`src/rtl/seg_scan.sv`:
```
// Eight-digit multiplexed seven-segment driver: hex or unsigned-decimal display of a 16-bit
// word, with a sequential double-dabble converter feeding the decimal digits.
module seg_scan #(
    parameter int SCAN_DIV = 100000
) (
    input  logic        clk,
    input  logic        rst_n,
    input  logic [15:0] seg_data,
    input  logic        disp_mode,
    input  logic        blank_lz,
    output logic [7:0]  seg_en,
    output logic [7:0]  seg_out,
    output logic        busy
);

    localparam int              PW      = $clog2(SCAN_DIV);
    localparam logic [PW-1:0]   PS_LAST = PW'(SCAN_DIV - 1);

    localparam logic [1:0] ST_IDLE  = 2'd0;
    localparam logic [1:0] ST_LOAD  = 2'd1;
    localparam logic [1:0] ST_SHIFT = 2'd2;
    localparam logic [1:0] ST_DONE  = 2'd3;

    // ------------------------------------------------------------------
    // Digit-slot prescaler and scan index
    // ------------------------------------------------------------------
    logic [PW-1:0] presc_reg;
    logic          tick;
    logic [2:0]    idx_reg;
    logic [2:0]    idx_next;

    assign tick     = (presc_reg == PS_LAST);
    assign idx_next = idx_reg + 3'd1;

    always_ff @(posedge clk or negedge rst_n) begin
        if (!rst_n) begin
            presc_reg <= '0;
            idx_reg   <= 3'd0;
        end else begin
            presc_reg <= tick ? '0 : presc_reg + 1'b1;
            if (tick) begin
                idx_reg <= idx_next;
            end
        end
    end

    // ------------------------------------------------------------------
    // Double-dabble binary-to-BCD engine
    // ------------------------------------------------------------------
    logic [1:0]  state_reg;
    logic [15:0] shreg_reg;
    logic [19:0] bcd_w_reg;
    logic [3:0]  cnt_reg;
    logic        busy_reg;
    logic [19:0] bcd_q_reg;
    logic [15:0] last_src_reg;
    logic [19:0] bcd_adj;

    genvar gi;
    generate
        for (gi = 0; gi < 5; gi++) begin : g_adj
            assign bcd_adj[gi*4 +: 4] = (bcd_w_reg[gi*4 +: 4] >= 4'd5)
                                      ? bcd_w_reg[gi*4 +: 4] + 4'd3
                                      : bcd_w_reg[gi*4 +: 4];
        end
    endgenerate

    // bcd_q only moves in DONE, so the display never sees a half-converted value.
    always_ff @(posedge clk or negedge rst_n) begin
        if (!rst_n) begin
            state_reg    <= ST_IDLE;
            shreg_reg    <= 16'h0;
            bcd_w_reg    <= 20'h0;
            cnt_reg      <= 4'd0;
            busy_reg     <= 1'b0;
            bcd_q_reg    <= 20'h0;
            last_src_reg <= 16'h0;
        end else begin
            case (state_reg)
                ST_IDLE: begin
                    if (seg_data != last_src_reg) begin
                        state_reg <= ST_LOAD;
                    end
                end
                ST_LOAD: begin
                    shreg_reg    <= seg_data;
                    last_src_reg <= seg_data;
                    bcd_w_reg    <= 20'h0;
                    cnt_reg      <= 4'd0;
                    busy_reg     <= 1'b1;
                    state_reg    <= ST_SHIFT;
                end
                ST_SHIFT: begin
                    {bcd_w_reg, shreg_reg} <= {bcd_adj, shreg_reg} << 1;
                    cnt_reg <= cnt_reg + 4'd1;
                    if (cnt_reg == 4'd15) begin
                        state_reg <= ST_DONE;
                    end
                end
                ST_DONE: begin
                    bcd_q_reg <= bcd_w_reg;
                    busy_reg  <= 1'b0;
                    state_reg <= ST_IDLE;
                end
                default: state_reg <= ST_IDLE;
            endcase
        end
    end

    // ------------------------------------------------------------------
    // Digit content, leading-zero blanking and segment decode
    // ------------------------------------------------------------------
    function automatic logic [6:0] seg7(input logic [3:0] v);
        logic [6:0] s;
        case (v)
            4'h0: s = 7'h3F;
            4'h1: s = 7'h06;
            4'h2: s = 7'h5B;
            4'h3: s = 7'h4F;
            4'h4: s = 7'h66;
            4'h5: s = 7'h6D;
            4'h6: s = 7'h7D;
            4'h7: s = 7'h07;
            4'h8: s = 7'h7F;
            4'h9: s = 7'h6F;
            4'hA: s = 7'h77;
            4'hB: s = 7'h7C;
            4'hC: s = 7'h39;
            4'hD: s = 7'h5E;
            4'hE: s = 7'h79;
            default: s = 7'h71;
        endcase
        return s;
    endfunction

    logic [3:0] nib [8];
    logic [7:0] shown;
    logic [7:0] nz_from;
    logic [7:0] lit;

    generate
        for (gi = 0; gi < 8; gi++) begin : g_digit
            localparam bit HEX_SHOWN = (gi < 4);
            localparam bit DEC_SHOWN = (gi < 5);
            logic [3:0] hex_nib;
            logic [3:0] dec_nib;

            if (gi < 4) begin : g_hex
                assign hex_nib = seg_data[gi*4 +: 4];
            end else begin : g_hex_blank
                assign hex_nib = 4'h0;
            end

            if (gi < 5) begin : g_dec
                assign dec_nib = bcd_q_reg[gi*4 +: 4];
            end else begin : g_dec_blank
                assign dec_nib = 4'h0;
            end

            assign nib[gi]   = disp_mode ? dec_nib : hex_nib;
            assign shown[gi] = disp_mode ? DEC_SHOWN : HEX_SHOWN;

            if (gi == 0) begin : g_lsd
                assign lit[gi] = shown[gi];
            end else begin : g_upper
                assign lit[gi] = shown[gi] & (~blank_lz | nz_from[gi]);
            end
        end
    endgenerate

    // nz_from[i]: some digit at position i or above is non-zero.
    always_comb begin
        logic acc;
        acc     = 1'b0;
        nz_from = 8'h00;
        for (int i = 7; i >= 0; i--) begin
            acc        = acc | (nib[i] != 4'h0);
            nz_from[i] = acc;
        end
    end

    // ------------------------------------------------------------------
    // Registered outputs, updated once per digit slot
    // ------------------------------------------------------------------
    logic [7:0] seg_en_reg;
    logic [7:0] seg_out_reg;
    logic [7:0] seg_en_next;
    logic [7:0] seg_out_next;

    assign seg_en_next  = 8'h01 << idx_next;
    assign seg_out_next = lit[idx_next] ? {1'b0, seg7(nib[idx_next])} : 8'h00;

    always_ff @(posedge clk or negedge rst_n) begin
        if (!rst_n) begin
            seg_en_reg  <= 8'h00;
            seg_out_reg <= 8'h00;
        end else if (tick) begin
            seg_en_reg  <= seg_en_next;
            seg_out_reg <= seg_out_next;
        end
    end

    assign seg_en  = seg_en_reg;
    assign seg_out = seg_out_reg;
    assign busy    = busy_reg;

endmodule

```
`config.mk`:
```
export PLATFORM = sky130hd
export DESIGN_NAME = seg_scan
export DESIGN_NICKNAME = d
export VERILOG_FILES = /design/src/rtl/seg_scan.sv
export SDC_FILE = /design/constraint.sdc
export NUM_CORES = 1
export LEC_CHECK = 0
export ABC_AREA = 1
export CAP_MARGIN = 20
export CORE_MARGIN = 5
export CORE_UTILIZATION = 50
export CTS_CLUSTER_DIAMETER = 120
export DETAILED_ROUTE_END_ITERATION = 12
export HOLD_SLACK_MARGIN = 0.1
export PLACE_DENSITY = 0.84
export SETUP_SLACK_MARGIN = 0.5
export SLEW_MARGIN = 15
export SYNTH_ARGS = -nofsm -noshare
export SYNTH_HDL_FRONTEND = slang
export SYNTH_SLANG_ARGS = --single-unit
```
`constraint.sdc`:
```
create_clock -name clk -period 2.6 [get_ports clk]
set_clock_uncertainty 0.1 [all_clocks]
set_input_delay 0.65 -clock clk [delete_from_list [all_inputs] [get_ports clk]]
set_output_delay 0.65 -clock clk [all_outputs]
set_load 0.01 [all_outputs]
```
==> results of run 1 <==
what timing repair did:
action / in CTS / in global routing
endpoints found under the setup margin: 27 / 37
pin swaps: 14 / 32
gates cloned: 1 / 1
gates resized for setup: 26 / 54
setup buffers: 12 / 14
hold endpoints to repair: 0 / 0
synthesized netlist by cell type (4+ instances only):
cell type,number
nand2_1,224
dfrtp_1,114
inv_1,91
nor2_1,71
o21ai_0,57
nand3_1,53
ha_1,26
a21oi_1,25
clkbuf_1,16
o211ai_1,13
xor2_1,13
nor3_1,12
nand4_1,11
o22ai_1,9
inv_2,5
or2_2,5
buf_4,4
nor4_1,4
o21ai_1,4
o32ai_1,4
worst reg2reg max path: cells and delay by family (launching register included):
family / cells / cell delay [ns]
fa+ha+maj: 2 / 0.58
flops: 1 / 0.43
buf+inv: 2 / 0.14
simple gates: 10 / 0.88
path summary, 6_finish.rpt:
check                           endpoint  cells past startpoint  slack [ns]           from
setup / recovery              seg_out[1]                     14        0.35     idx_reg[0]
hold / removal              state_reg[1]                      1        0.14          rst_n
setup reg to reg              seg_out[1]                     14        0.35     idx_reg[0]
hold reg to reg            presc_reg[14]                      1        0.37  presc_reg[14]
max in group asynchronous   presc_reg[0]                      2        1.62          rst_n
min in group clk           presc_reg[14]                      1        0.37  presc_reg[14]
logic make-up (layout without fill, tap and decap cells):
| group | count (synthesis) | in the layout | share of synthesized area, % |
|---|---|---|---|
| buffers and inverters | 121 | 224 | 7.75 |
| and+or+nand+nor | 391 | 392 | 26.5 |
| adders and majority gates | 26 | 26 | 5.25 |
| xor gates and xnor gates | 18 | 18 | 2.79 |
| other | 1 | 1 | 0.0605 |
| AOI/OAI and AO/OA | 124 | 124 | 11.6 |
| DFF | 114 | 114 | 46.0 |
power groups by stage:
stage | logic (mW) | registers [mW] | clock network [mW]
final | 2.32 | 2.53 | 2.68
after global routing | 2.58 | 2.57 | 2.77
after CTS | 2.09 | 2.52 | 2.69
after detailed placement | 2.01 | 2.53 | 0
after global placement | 1.94 | 2.51 | 0
after floorplan | 1.48 | 2.46 | 0
cell type report:
type	instances	area [um^2]
fill	852	3860
multi-input combinational	561	3180
sequential	114	2850
timing repair buffer	95	903
clock buffer	22	474
inverter	97	377
tap	168	210
clock inverter	10	203
metal layers:
layer / GRT usage [%] / vias up
met5: 0 / -
met4: 9.73 / 0
met3: 5.45 / 59
met2: 36.0 / 262
met1: 28.9 / 2773
li1: - / 2762
==> metrics.txt, run 1 <==
outcome completed; port bufs 35; # H-tree levels 4; antenna violations before repair 0; Post-Route WL 16.9 mm; ant diodes 0; crit path time final 2.25 ns; clock root buffer clkbuf_16; CP delay by family, top simple AND/OR/NAND/NOR gates; width of the die 121 um; Clock Power Share 35.6%; hold slack final 0.141 ns; 1st-iter DRT viols 554; max-cap check violation count 0; WL met1 7.11 mm; largest net degree at the start of global routing 46; Most used DFF post-synth dfrtp_1; pwr dens 918 nW/um^2; utilization after layout 68.0%; pre-CTS setup slack -0.127 ns; fin. max-slew vios 0; Critical Path, Cell by Cell clkinv_4 -> ha_4 -> inv_6 -> nor2_4 -> and2_4 -> nor2_4 -> nand2_2 -> nand2_4 -> ha_4 -> nand3_2 -> nor2_1 -> nor2_1 -> nand2_1 -> nand2_1; gp weighted congestion 0.936; Yosys top cell by area dfrtp_1; die area 14700 um^2; final net count 932; top sig layer met4; DP HPWL 10.4 mm; Mapped Avg Cell Area 7.79 um^2; die height 121 um; CTS Buf Count 17; Worst Max-Slew Pin Slew 0.609 ns; post-synthesis sequential area ratio 46.0%; Rows 40; dpl cells 1007; commonest non-fill, non-tap cell in the layout nand2_1; Distinct cells, synth 43; # hold bufs at CTS 0; Net Count, Synth 841; clock slew at reported path FFs 0.06 ns; Sequential Power Share 33.6%; IR drop worst, VDD 0.707 mV; DP Area 6970 um^2; DRC errors left 0; Gate Count Post-Synth 795; total track usage 22.4%; Skew-Pair Late Insertion Delay 0.43 ns; CTS tree built; routed length on met3 1.13 mm; final setup vio count 0; Synth area leaders dfrtp_1 (46%), nand2_1 (14%), inv_1 (5.5%); Final Hold Viols 0; internal power consumption 4.95 mW; slew margin rel. 59.4%; critical path type reg2reg; vias in the first global route 5480; TNS Setup 0 ns; share of the synthesized area in the top cell type 46.0%; grt total ovfl 0; DR WL/cell 15.9 um; EDFF count, synth 0; post-route ant nets 0; final instance area 8210 um^2; worst min path class in2async; startpoint types register; 1st-pass router iterations 7; synth-to-layout area growth 32.4%; area of the core 12100 um^2; leak pwr 3.85 nW; Synth Register Bits 114; Post-synth ARST share 100%; Slowest cell on crit path dfrtp_2; fin crit share 86.7%; Max stage delay on crit path 0.43 ns; Vias 5856; I/O pin total 37; crit path max fanout 4; Data required, critical path 2.82 ns; via-per-instance ratio 5.49; non-filler cells, final 1067; first-pass GRT wire length 26.2 mm; Switching Share 34.2%; total power 7.53 mW; f_max 0.444 GHz; share of layout cells above drive strength 1 19.1%; final setup margin 0.347 ns; Comb power frac 30.8%; initial core utilization 51.4%; unrepaired setup endpoints after global routing yes; Ys Warns 0; commonest non-fill, non-tap cells in the layout nand2_1 (211), dfrtp_1 (113), inv_1 (82); met2 wire length 8.10 mm; Worst Path Buf+Inv 2; CP arrival 2.47 ns; Switching Power 2.58 mW; Mapped Area 6200 um^2; CTS Buffer Depth 2; clk sinks 114; CP Capture Type register
Power figures use the tool's default switching activity.
==> run 2, diff against run 1 <==
Settings changed: CTS_CLUSTER_DIAMETER 120 to 200.
==> results of run 2 <==
No change in the layout: final DEF, timing and power equal those of run 1.
==> run 3, diff against run 2 <==
Settings changed: CORE_MARGIN 5 to 4, DONT_BUFFER_PORTS from default to 1, GPL_ROUTABILITY_DRIVEN from default to 0, PLACE_DENSITY 0.84 to 0.8.
==> run 3 against run 2 <==
Net effect: sequential share of layout area up 3.2 points; setup slack better by 0.024 ns; wire length down 10%; final cell count down 5.6%; core utilization down 5.8 points; via count down 6.6%; total power down 6.0%; sequential cell count unchanged; the flow now finishes with violations (negative hold slack); maximum frequency up 1.1%.
==> metrics.txt, run 3 (same netlist as run 1, synthesis figures left out) <==
global-route met2 utilization 33.0% (-3.0 points); Post-Route WL 15.2 mm (-10%); outcome finished with violations; CP delay by family, top simple AND/OR/NAND/NOR gates; commonest non-fill, non-tap cells in the layout nand2_1 (216), dfrtp_1 (113), inv_1 (85); DRC errors left 0 (unchanged); Slowest cell on crit path dfrtp_2; f_max 0.449 GHz (+1.1%); crit path max fanout 7 (+3); Max stage delay on crit path 0.45 ns (+0.02 ns); non-filler cells, final 1007 (-5.6%); clock root buffer clkbuf_16; gr busiest metal met2; Worst R2R Path Depth 12 (-2); CP Capture Type register; internal power consumption 4.67 mW (-5.7%); startpoint types register; Final Hold Viols 114 (+114); grt total ovfl 0 (unchanged); Worst Path Buf+Inv 3 (+1); # H-tree levels 4 (unchanged); Sequential Power Share 35.7% (+2.1 points); worst r2r dst seg_out[3]; routing usage on met3 5.94% (+0.48 points); CTS Buf Count 17 (unchanged); DP HPWL 9.64 mm (-7.4%); met1 Use GR 28.4% (-0.51 points); worst min path class in2async; Rows 40 (unchanged); hold slack final -0.175 ns (-0.316 ns); CP arrival 2.44 ns (-0.03 ns); largest net degree at the start of global routing 115 (+150%); initial core utilization 51.4% (unchanged); final setup vio count 0 (unchanged); critical path type reg2reg; CTS tree built; die area 14200 um^2 (-3.3%); die height 119 um (-1.6%); dpl cells 949 (-5.8%); final instance area 7500 um^2 (-8.5%); leak pwr 3.50 nW (-9.0%); failing checks negative hold slack; Comb power frac 29.5% (-1.3 points); Data required, critical path 2.81 ns (about the same); 1st-pass router iterations 5 (-2); fin crit share 85.7% (-0.94 points); DP Area 6430 um^2 (-7.8%); unrepaired setup endpoints after global routing yes; area of the core 12100 um^2 (unchanged); via-per-instance ratio 5.43 (-0.99%); Skew-Pair Late Insertion Delay 0.42 ns (about the same); pwr dens 943 nW/um^2 (+2.8%); synth-to-layout area growth 21.1%; I/O pin total 37 (unchanged); first-pass GRT wire length 24.7 mm (-5.5%); share of layout cells above drive strength 1 15.6% (-3.5 points); antenna violations before repair 0 (unchanged); DR WL/cell 15.1 um (-4.8%); width of the die 119 um (-1.6%); total track usage 21.5% (-0.97 points); 1st-iter DRT viols 528 (-4.7%); Filler cells 930 (+9.2%); commonest non-fill, non-tap cell in the layout nand2_1; Vias 5472 (-6.6%); vias in the first global route 5176 (-5.5%); IR drop worst, VDD 0.672 mV (-4.9%); crit path time final 2.23 ns (-0.0244 ns); Critical Path, Cell by Cell buf_6 -> ha_4 -> xnor2_4 -> buf_6 -> nand2_1 -> nor2_1 -> nand2_2 -> buf_4 -> nand3_4 -> nand3_2 -> nand3_1 -> nand2_1; Clock Power Share 34.8% (-0.8 points); Switching Power 2.41 mW (-6.5%); post-route ant nets 0 (unchanged); TNS Setup 0 ns (unchanged); clk sinks 114 (unchanged); final net count 873 (-6.3%); Setup crit start idx_reg[0]; Switching Share 34.0% (-0.20 points); max-cap check violation count 0 (unchanged); fin. max-slew vios 0 (unchanged); ant diodes 0 (unchanged); clock slew at reported path FFs 0.05 ns (about the same); worst reg2reg path startpoint idx_reg[0]; CTS Buffer Depth 2 (unchanged); internal reg-to-reg setup slack 0.37 ns (+0.02 ns); port bufs 0 (-100%)
-- run 3: cell count changes in the layout (fill, tap and decap cells not counted), moves of 5 or more --
cell,before,now
dlymetal6s2s_1,5,0
buf_4,49,32
clkdlybuf4s50_1,27,0
nand2_1,211,216
o21ai_2,8,2
-- run 3: power by group through the flow --
stage	sequential, mW	clock (mW)	combinational (mW)
2_1_floorplan	2.46	0	1.48
3_3_place_gp	2.52	0	1.81
3_5_place_dp	2.54	0	1.86
4_1_cts	2.52	2.49	1.92
5_1_grt	2.58	2.58	2.36
6_report	2.53	2.46	2.09
-- run 3: worst max path at each step --
| stage | endpoint | slack [ns] | depth (start not counted) |
|---|---|---|---|
| floorplan | seg_out[1] | 0.47 | 15 |
| global placement | seg_out[3] | 0.43 | 12 |
| detailed placement | seg_out[3] | 0.33 | 12 |
| CTS | seg_out[1] | 0.47 | 14 |
| global route | seg_out[3] | 0.26 | 12 |
| finish | seg_out[3] | 0.37 | 12 |
-- run 3: what timing repair did --
item / in CTS / in global routing
hold endpoints to repair: 114 / 114
endpoints found under the setup margin: 20 / 36
resized for setup: 19 / 31
buffers inserted: 11 / 15
gates cloned: 0 / 1
pin swaps: 10 / 24
-- run 3: cell type report --
cell class              instances  area [um^2]  area share, %
clock buffers                  21          470           6.27
well taps                     168          210           2.80
repair buffers                 36          285           3.80
flip-flops and latches        114         2850           38.0
multi-input cells             561         3150           41.9
clock inverters                10          156           2.08
inverters                      97          383           5.10
-- run 3: per-layer routing --
layer  routed length [um]  vias up  part of all wire [%]
met5                    0        -                     0
met4                  423        0                   2.8
met3                  881       44                   5.8
met2                 7350      196                    48
met1                 6560     2603                    43
li1                     -     2629                     -
-- run 3: per-stage QoR --
stage | total power [mW] | utilization [%] | worst slack (ns)
global placement | 4.33 | 53.3 | 0.428
detailed placement | 4.40 | 53.3 | 0.333
global route | 7.53 | 62.2 | 0.259
finish | 7.08 | 62.2 | 0.371
CTS | 6.94 | 59.9 | 0.468
floorplan | 3.94 | - | 0.471
